File: config.mk
export PLATFORM = sky130hd
export DESIGN_NAME = response_tree_pe
export DESIGN_NICKNAME = d
export VERILOG_FILES = /design/src/rtl/peripheral_interco_pkg.sv /design/src/rtl/outstanding_cnt_pe.sv /design/src/rtl/response_tree_pe.sv
export SDC_FILE = /design/constraint.sdc
export NUM_CORES = 1
export LEC_CHECK = 0
export ABC_AREA = 1
export CORE_AREA = 3 3 246 248
export CTS_CLUSTER_SIZE = 24
export DETAILED_ROUTE_END_ITERATION = 10
export DIE_AREA = 0 0 249 251
export PLACE_DENSITY = 0.51
export SYNTH_ARGS = -nofsm -noshare
export SYNTH_HDL_FRONTEND = slang
export SYNTH_SLANG_ARGS = --single-unit
export TNS_END_PERCENT = 20
File: constraint.sdc
create_clock -name clk -period 2.5 [get_ports clk]
set_input_delay 0.25 -clock clk [delete_from_list [all_inputs] [get_ports clk]]
set_output_delay 0.25 -clock clk [all_outputs]
set_load 0.01 [all_outputs]
File: src/rtl/peripheral_interco_pkg.sv
// Shared definitions for the peripheral interconnect: one-hot ID helpers and
// the response payload type carried through the response pipeline register.
package peripheral_interco_pkg;

  // Helpers take IDs zero-extended to this width so any tree size up to 64
  // masters can share one function body.
  localparam int MAX_ID_WIDTH    = 64;
  localparam int IDX_WIDTH       = $clog2(MAX_ID_WIDTH);
  localparam int RESP_DATA_WIDTH = 32;

  typedef struct packed {
    logic [RESP_DATA_WIDTH-1:0] rdata;
    logic                       opc;
  } resp_t;

  // True when exactly one bit is set.
  function automatic logic is_onehot(input logic [MAX_ID_WIDTH-1:0] vec);
    return (vec != '0) && ((vec & (vec - MAX_ID_WIDTH'(1))) == '0);
  endfunction

  // Index of the set bit; only meaningful when is_onehot(vec) holds.
  function automatic logic [IDX_WIDTH-1:0] onehot_to_bin(input logic [MAX_ID_WIDTH-1:0] vec);
    logic [IDX_WIDTH-1:0] bin;
    bin = '0;
    for (int i = 0; i < MAX_ID_WIDTH; i++) begin
      if (vec[i]) bin = bin | IDX_WIDTH'(i);
    end
    return bin;
  endfunction

endpackage

File: src/rtl/outstanding_cnt_pe.sv
// Saturating up/down counter of in-flight transactions for one master.
// Simultaneous inc and dec cancel out.
module outstanding_cnt_pe #(
  parameter int MAX_OUTSTANDING = 4,
  parameter int CNT_WIDTH       = $clog2(MAX_OUTSTANDING + 1)
) (
  input  logic                 clk,
  input  logic                 rst_n,
  input  logic                 inc_i,
  input  logic                 dec_i,
  output logic [CNT_WIDTH-1:0] cnt_o,
  output logic                 full_o,
  output logic                 empty_o
);

  localparam logic [CNT_WIDTH-1:0] CNT_MAX = CNT_WIDTH'(MAX_OUTSTANDING);

  logic [CNT_WIDTH-1:0] cnt_q;

  // Count register; the bounds guard makes the counter saturate at both ends.
  always_ff @(posedge clk or negedge rst_n) begin
    if (!rst_n) begin
      cnt_q <= '0;
    end else if (inc_i && !dec_i && (cnt_q != CNT_MAX)) begin
      // NOTE: state is updated with <= so every register samples pre-edge values.
      cnt_q <= cnt_q + CNT_WIDTH'(1);
    end else if (dec_i && !inc_i && (cnt_q != '0)) begin
      cnt_q <= cnt_q - CNT_WIDTH'(1);
    end
  end

  assign cnt_o   = cnt_q;
  assign full_o  = (cnt_q == CNT_MAX);
  assign empty_o = (cnt_q == '0);

endmodule

File: src/rtl/response_tree_pe.sv
// Response side of the peripheral arbitration tree: routes slave responses to
// the issuing master by one-hot ID through one pipeline register, tracks the
// outstanding transactions per master and flags illegal issues/responses.
module response_tree_pe
  import peripheral_interco_pkg::*;
#(
  parameter int N_MASTER        = 16,
  parameter int DATA_WIDTH      = RESP_DATA_WIDTH,
  parameter int ID_WIDTH        = N_MASTER,
  parameter int MAX_OUTSTANDING = 4,
  parameter int CNT_WIDTH       = $clog2(MAX_OUTSTANDING + 1)
) (
  input  logic                  clk,
  input  logic                  rst_n,
  input  logic                  data_req_i,
  input  logic                  data_gnt_i,
  input  logic [ID_WIDTH-1:0]   data_ID_i,
  input  logic                  data_r_valid_i,
  input  logic [DATA_WIDTH-1:0] data_r_rdata_i,
  input  logic                  data_r_opc_i,
  input  logic [ID_WIDTH-1:0]   data_r_ID_i,
  output logic [N_MASTER-1:0]   data_r_valid_o,
  output logic [DATA_WIDTH-1:0] data_r_rdata_o [N_MASTER],
  output logic [N_MASTER-1:0]   data_r_opc_o,
  output logic [N_MASTER-1:0]   outstanding_full_o,
  output logic                  resp_err_o,
  output logic                  issue_err_o
);

  localparam int                   IDX_W   = $clog2(N_MASTER);
  localparam logic [CNT_WIDTH-1:0] CNT_MAX = CNT_WIDTH'(MAX_OUTSTANDING);

  logic [IDX_W-1:0]     issue_idx, resp_idx;
  logic                 issue, issue_legal, resp_legal;
  logic [N_MASTER-1:0]  inc, dec, full, empty;
  logic [CNT_WIDTH-1:0] cnt [N_MASTER];

  logic [N_MASTER-1:0]  r_valid_q;
  resp_t                resp_q;
  logic                 resp_err_q, issue_err_q;

  // ID decode and legality checks, all against the registered counts.
  always_comb begin
    // NOTE: every always_comb output gets a default first so no path infers a latch.
    issue_idx   = IDX_W'(onehot_to_bin(MAX_ID_WIDTH'(data_ID_i)));
    resp_idx    = IDX_W'(onehot_to_bin(MAX_ID_WIDTH'(data_r_ID_i)));
    issue       = data_req_i && data_gnt_i;
    issue_legal = issue && is_onehot(MAX_ID_WIDTH'(data_ID_i)) && (cnt[issue_idx] < CNT_MAX);
    resp_legal  = data_r_valid_i && is_onehot(MAX_ID_WIDTH'(data_r_ID_i)) && !empty[resp_idx];
    inc         = issue_legal ? N_MASTER'(data_ID_i)   : '0;
    dec         = resp_legal  ? N_MASTER'(data_r_ID_i) : '0;
  end

  for (genvar g = 0; g < N_MASTER; g++) begin : g_cnt
    outstanding_cnt_pe #(
      .MAX_OUTSTANDING (MAX_OUTSTANDING),
      .CNT_WIDTH       (CNT_WIDTH)
    ) u_cnt (
      .clk     (clk),
      .rst_n   (rst_n),
      .inc_i   (inc[g]),
      .dec_i   (dec[g]),
      .cnt_o   (cnt[g]),
      .full_o  (full[g]),
      .empty_o (empty[g])
    );
  end

  // Response pipeline register; payload only loads on a legal response so it
  // holds its last value otherwise.
  always_ff @(posedge clk or negedge rst_n) begin
    if (!rst_n) begin
      // NOTE: the payload is a handful of flops, not a memory, so it is reset
      // to give masters a clean zero after reset.
      r_valid_q <= '0;
      resp_q    <= '0;
    end else begin
      r_valid_q <= resp_legal ? N_MASTER'(data_r_ID_i) : '0;
      if (resp_legal) begin
        resp_q <= '{rdata: RESP_DATA_WIDTH'(data_r_rdata_i), opc: data_r_opc_i};
      end
    end
  end

  // Registered one-cycle error pulses.
  always_ff @(posedge clk or negedge rst_n) begin
    if (!rst_n) begin
      resp_err_q  <= 1'b0;
      issue_err_q <= 1'b0;
    end else begin
      resp_err_q  <= data_r_valid_i && !resp_legal;
      issue_err_q <= issue && !issue_legal;
    end
  end

  // Fan the shared payload register out to every master.
  always_comb begin
    for (int i = 0; i < N_MASTER; i++) begin
      data_r_rdata_o[i] = DATA_WIDTH'(resp_q.rdata);
    end
  end

  assign data_r_valid_o     = r_valid_q;
  assign data_r_opc_o       = {N_MASTER{resp_q.opc}};
  assign outstanding_full_o = full;
  assign resp_err_o         = resp_err_q;
  assign issue_err_o        = issue_err_q;

endmodule

==> metrics <==
Slew @ Worst Pin=about 0.80 ns; IO Pins=632; number of global-route vias before repair=9,733; post-synthesis net count=1,579; top cell family by delay on the critical path=simple AND/OR/NAND/NOR gates; RSZ-0062 raised after global routing=true; clk slew on worst S/H paths=0.09 ns; Crit Path Category=reg -> reg; Synth Area in Adders=approximately 2.9%; XOR/XNOR share of the synthesized area=0.0798%; initial antenna violation count=3; # DRC=0; Setup WS pre-CTS=-0.790 ns; async set-reset flop share out of synthesis=100%; crit path time final=roughly 2.4 ns; share of layout cells above drive strength 1=between 20% and 30%; CP required=2.80 ns; Fill cells=slightly above 6,000; RR Endpoint=g_cnt[12].u_cnt.cnt_o[2]; post-DR vias/cell=~3.8; Avg Inst Size Synth=7.35 um^2; Yosys reg bits=99; PnR worst setup slack=approximately 0.10 ns; WP buf/inv=2; CTS tree=built; Setup Skew=approximately 0.023 ns; Yosys top cell by area=buf_4; clk root buf=clkbuf_16; Stages on worst setup path=13; R2R Path Start=g_cnt[12].u_cnt.cnt_o[0]; GRT overflow=0; Synth top cells by count=buf_4, nand2_1, inv_1; final net count=1,925; count leader, synth=buf_4; Synth Flop Type=dfrtp_1; Startpoint Class=flop; clk sink count=99; status=finished, final reports clean; multiplexer share of the synthesized area=3.39%; DRT Pass-1 Iters=5; ANT cells=0; Total GRT Usage=a little over an eighth; IO Port Bufs=about 630; fmax=between 400 and 500 MHz; Longest Clk Path Bufs=2; first-pass GRT wire length=~63,000 um; Final period util=between 90% and 100%; Crit. End Element=flop; # rows=about 90; main combinational cell family by area after synthesis=buffers and inverters; power density cells=218 nW/um^2; routed vias=10,000; slowest CP cell=fa_2; crit-path max cell delay=0.39 ns; # H-tree levels=3; reg2reg setup slack=roughly 0.10 ns; Synth cell types=32; Worst Hold Class=in -> async; post-route ant nets=0; P&R area growth vs syn=52.9%; Synth Instances=1,493; Rel. slew slack=between 40% and 50%; Starting Density=18.7%; Worst Setup SP=g_cnt[12].u_cnt.cnt_o[0]; Peak VDD IR=between 0.3 and 0.4 mV; Leakage=0.00734 uW; Ys Warns=0; die width=roughly 250 um; number of flops mapped to enable cells by yosys=0; Slew Limit Fails=0; Tot Pwr=approximately 3700 uW; largest net degree at the start of global routing=50; post-synthesis sequential area ratio=a little under a quarter; die area=between 60,000 and 70,000 um^2; RD Place Congestion=0.902; r2r worst-path depth=13; core area=between 50,000 and 60,000 um^2; crit-path cells=or2_4 > o21ai_2 > nand3_1 > nand3_2 > nand3b_4 > nand4_1 > inv_2 > or3_4 > fa_2 > inv_2 > nand2_2 > nand3_1 > nand2_1; Mapped Area=11,000 um^2; Wirelength per Cell=between 15 and 20 um; Die Y-Extent=about 250 um; fraction of the mapped netlist area in simple logic gates=between 20% and 30%; cts bufs inserted=9; later-pin clock latency in the skew report=about 0.40 ns; top cell type's share of synthesized area=a little over a third; CP Data Arrival Time=2.70 ns; DR iter-0 viols=384; Max-cap violations=0; Setup violations, final=0; Compound-Gate Fraction of Synth Area=under 10%; top cells by area, synth=buf_4, dfrtp_1, nand2_1; Post-Route WL=approximately 43,000 um; final hold violations=0; crit path to=g_cnt[12].u_cnt.cnt_o[2]; critical path fanouts, max=5; HPWL after DPL=approximately 36,000 um
## metal layers
metal | track usage [%] | vias up | share of wire (%)
li1 | - | 4862 | -
met1 | 16.1 | 4769 | 41
met2 | 24.1 | 348 | 52
met3 | 2.66 | 50 | 5.4
met4 | 3.52 | 6 | 2.0
met5 | 0 | - | 0.090
## layout make-up
class                      instances  area, um^2  area share [%]
tap                              773         967            5.77
clock inverter                     6        50.0           0.298
sequential                        99        2480            14.8
multi-input combinational        725        4420            26.3
timing repair buffer             869        8130            48.5
inverter                         135         507            3.02
clock buffer                       9         225            1.34
## through the flow
step | cells | hold WS, ns | area (um^2) | TNS (ns) | util (%)
after floorplan | 1493 | -0.0456 | 11000 | -0.00329 | -
after global placement | 2564 | 0.299 | 15800 | -48.61 | 27.0
after detailed placement | 2564 | 0.307 | 15800 | -43.95 | 27.0
after CTS | 2602 | 0.398 | 16500 | 0 | 28.1
after global routing | 2616 | 0.425 | 16800 | -0.0223 | 28.6
final | 2616 | 0.376 | 16800 | 0 | 28.6
## power by group
| group | leakage [uW] | switching [uW] | internal (uW) | total [uW] |
|---|---|---|---|---|
| Clock | 0.000134 | 784 | 686 | 1470 |
| Sequential | 0.00133 | 4.49 | 1610 | 1610 |
| Combinational | 0.00588 | 321 | 254 | 575 |
| Total | 0.00734 | 1110 | 2550 | 3660 |
## state kept, by name, summed over array words and instances, names as in the netlist
| signal | flops |
|---|---|
| data_r_opc_o | 1 |
| issue_err_o | 1 |
| resp_err_o | 1 |
| data_r_valid_o | 16 |
| g_cnt.u_cnt.cnt_o | 48 |
| data_r_rdata_o | 32 |
## worst register-to-register path: stages (launching register included)
cell      delay [ns]
dfrtp_1         0.38
or2_4           0.26
o21ai_2         0.13
nand3_1         0.10
nand3_2         0.09
nand3b_4        0.12
nand4_1         0.20
inv_2           0.06
or3_4           0.33
fa_2            0.39
inv_2           0.07
nand2_2         0.05
nand3_1         0.08
nand2_1         0.05
## cells by family after synthesis
kind of cell,count (synthesis)
adders and majority gates,16
xor gates and xnor gates,1
and+or+nand+nor,641
buffers and inverters,671
AOI/OAI and AO/OA,32
DFF,99
muxes,33
## cells in the final DEF, fill, tap and decap left out, types with 4 or more instances in the layout
| cell type | synthesis | routed |
|---|---|---|
| nand3_1 | 94 | 69 |
| dfrtp_1 | 99 | 97 |
| nor3_1 | 18 | 16 |
| fa_1 | 16 | 5 |
| buf_6 | 8 | 9 |
| clkbuf_16 | 0 | 9 |
| o21ai_1 | 11 | 14 |
| fa_2 | 0 | 11 |
| nand2_4 | 1 | 6 |
| buf_12 | 0 | 4 |
| dlygate4sd2_1 | 0 | 6 |
| clkdlybuf4s50_1 | 0 | 596 |
| nor2_2 | 12 | 35 |
| o21ai_2 | 3 | 8 |
| clkbuf_2 | 0 | 20 |
| inv_2 | 2 | 15 |
| nand3_2 | 9 | 30 |
| mux2_2 | 33 | 33 |
| buf_4 | 518 | 222 |
| inv_1 | 132 | 119 |
| nand2_1 | 296 | 276 |
| nor2_4 | 15 | 26 |
| nand4_1 | 56 | 56 |
| dlymetal6s2s_1 | 0 | 7 |
| nand3_4 | 7 | 11 |
| nand2_2 | 11 | 27 |
| o21ai_0 | 14 | 6 |
| nor2_1 | 112 | 79 |
## worst min-delay path by stage
stage,depth (start not counted),slack (ns),end,startpoint
2_1_floorplan,0,-0.05,data_r_opc_o[0],rst_n
3_3_place_gp,1,0.30,g_cnt[9].u_cnt.cnt_o[2],rst_n
3_5_place_dp,1,0.31,g_cnt[9].u_cnt.cnt_o[2],rst_n
4_1_cts,2,0.40,g_cnt[9].u_cnt.cnt_o[2],rst_n
5_1_grt,6,0.42,issue_err_o,data_gnt_i
6_report,2,0.38,g_cnt[9].u_cnt.cnt_o[2],rst_n
## timing repair
item / in CTS / in global routing
resized for setup: 95 / 134
pin swaps: 39 / 58
hold endpoints to repair: 34 / 0
endpoints found under the setup margin: 60 / 43
buffers inserted: 19 / 16
cloned: 3 / 0
hold buffers: 1 / 0
Power figures use the tool's default switching activity.
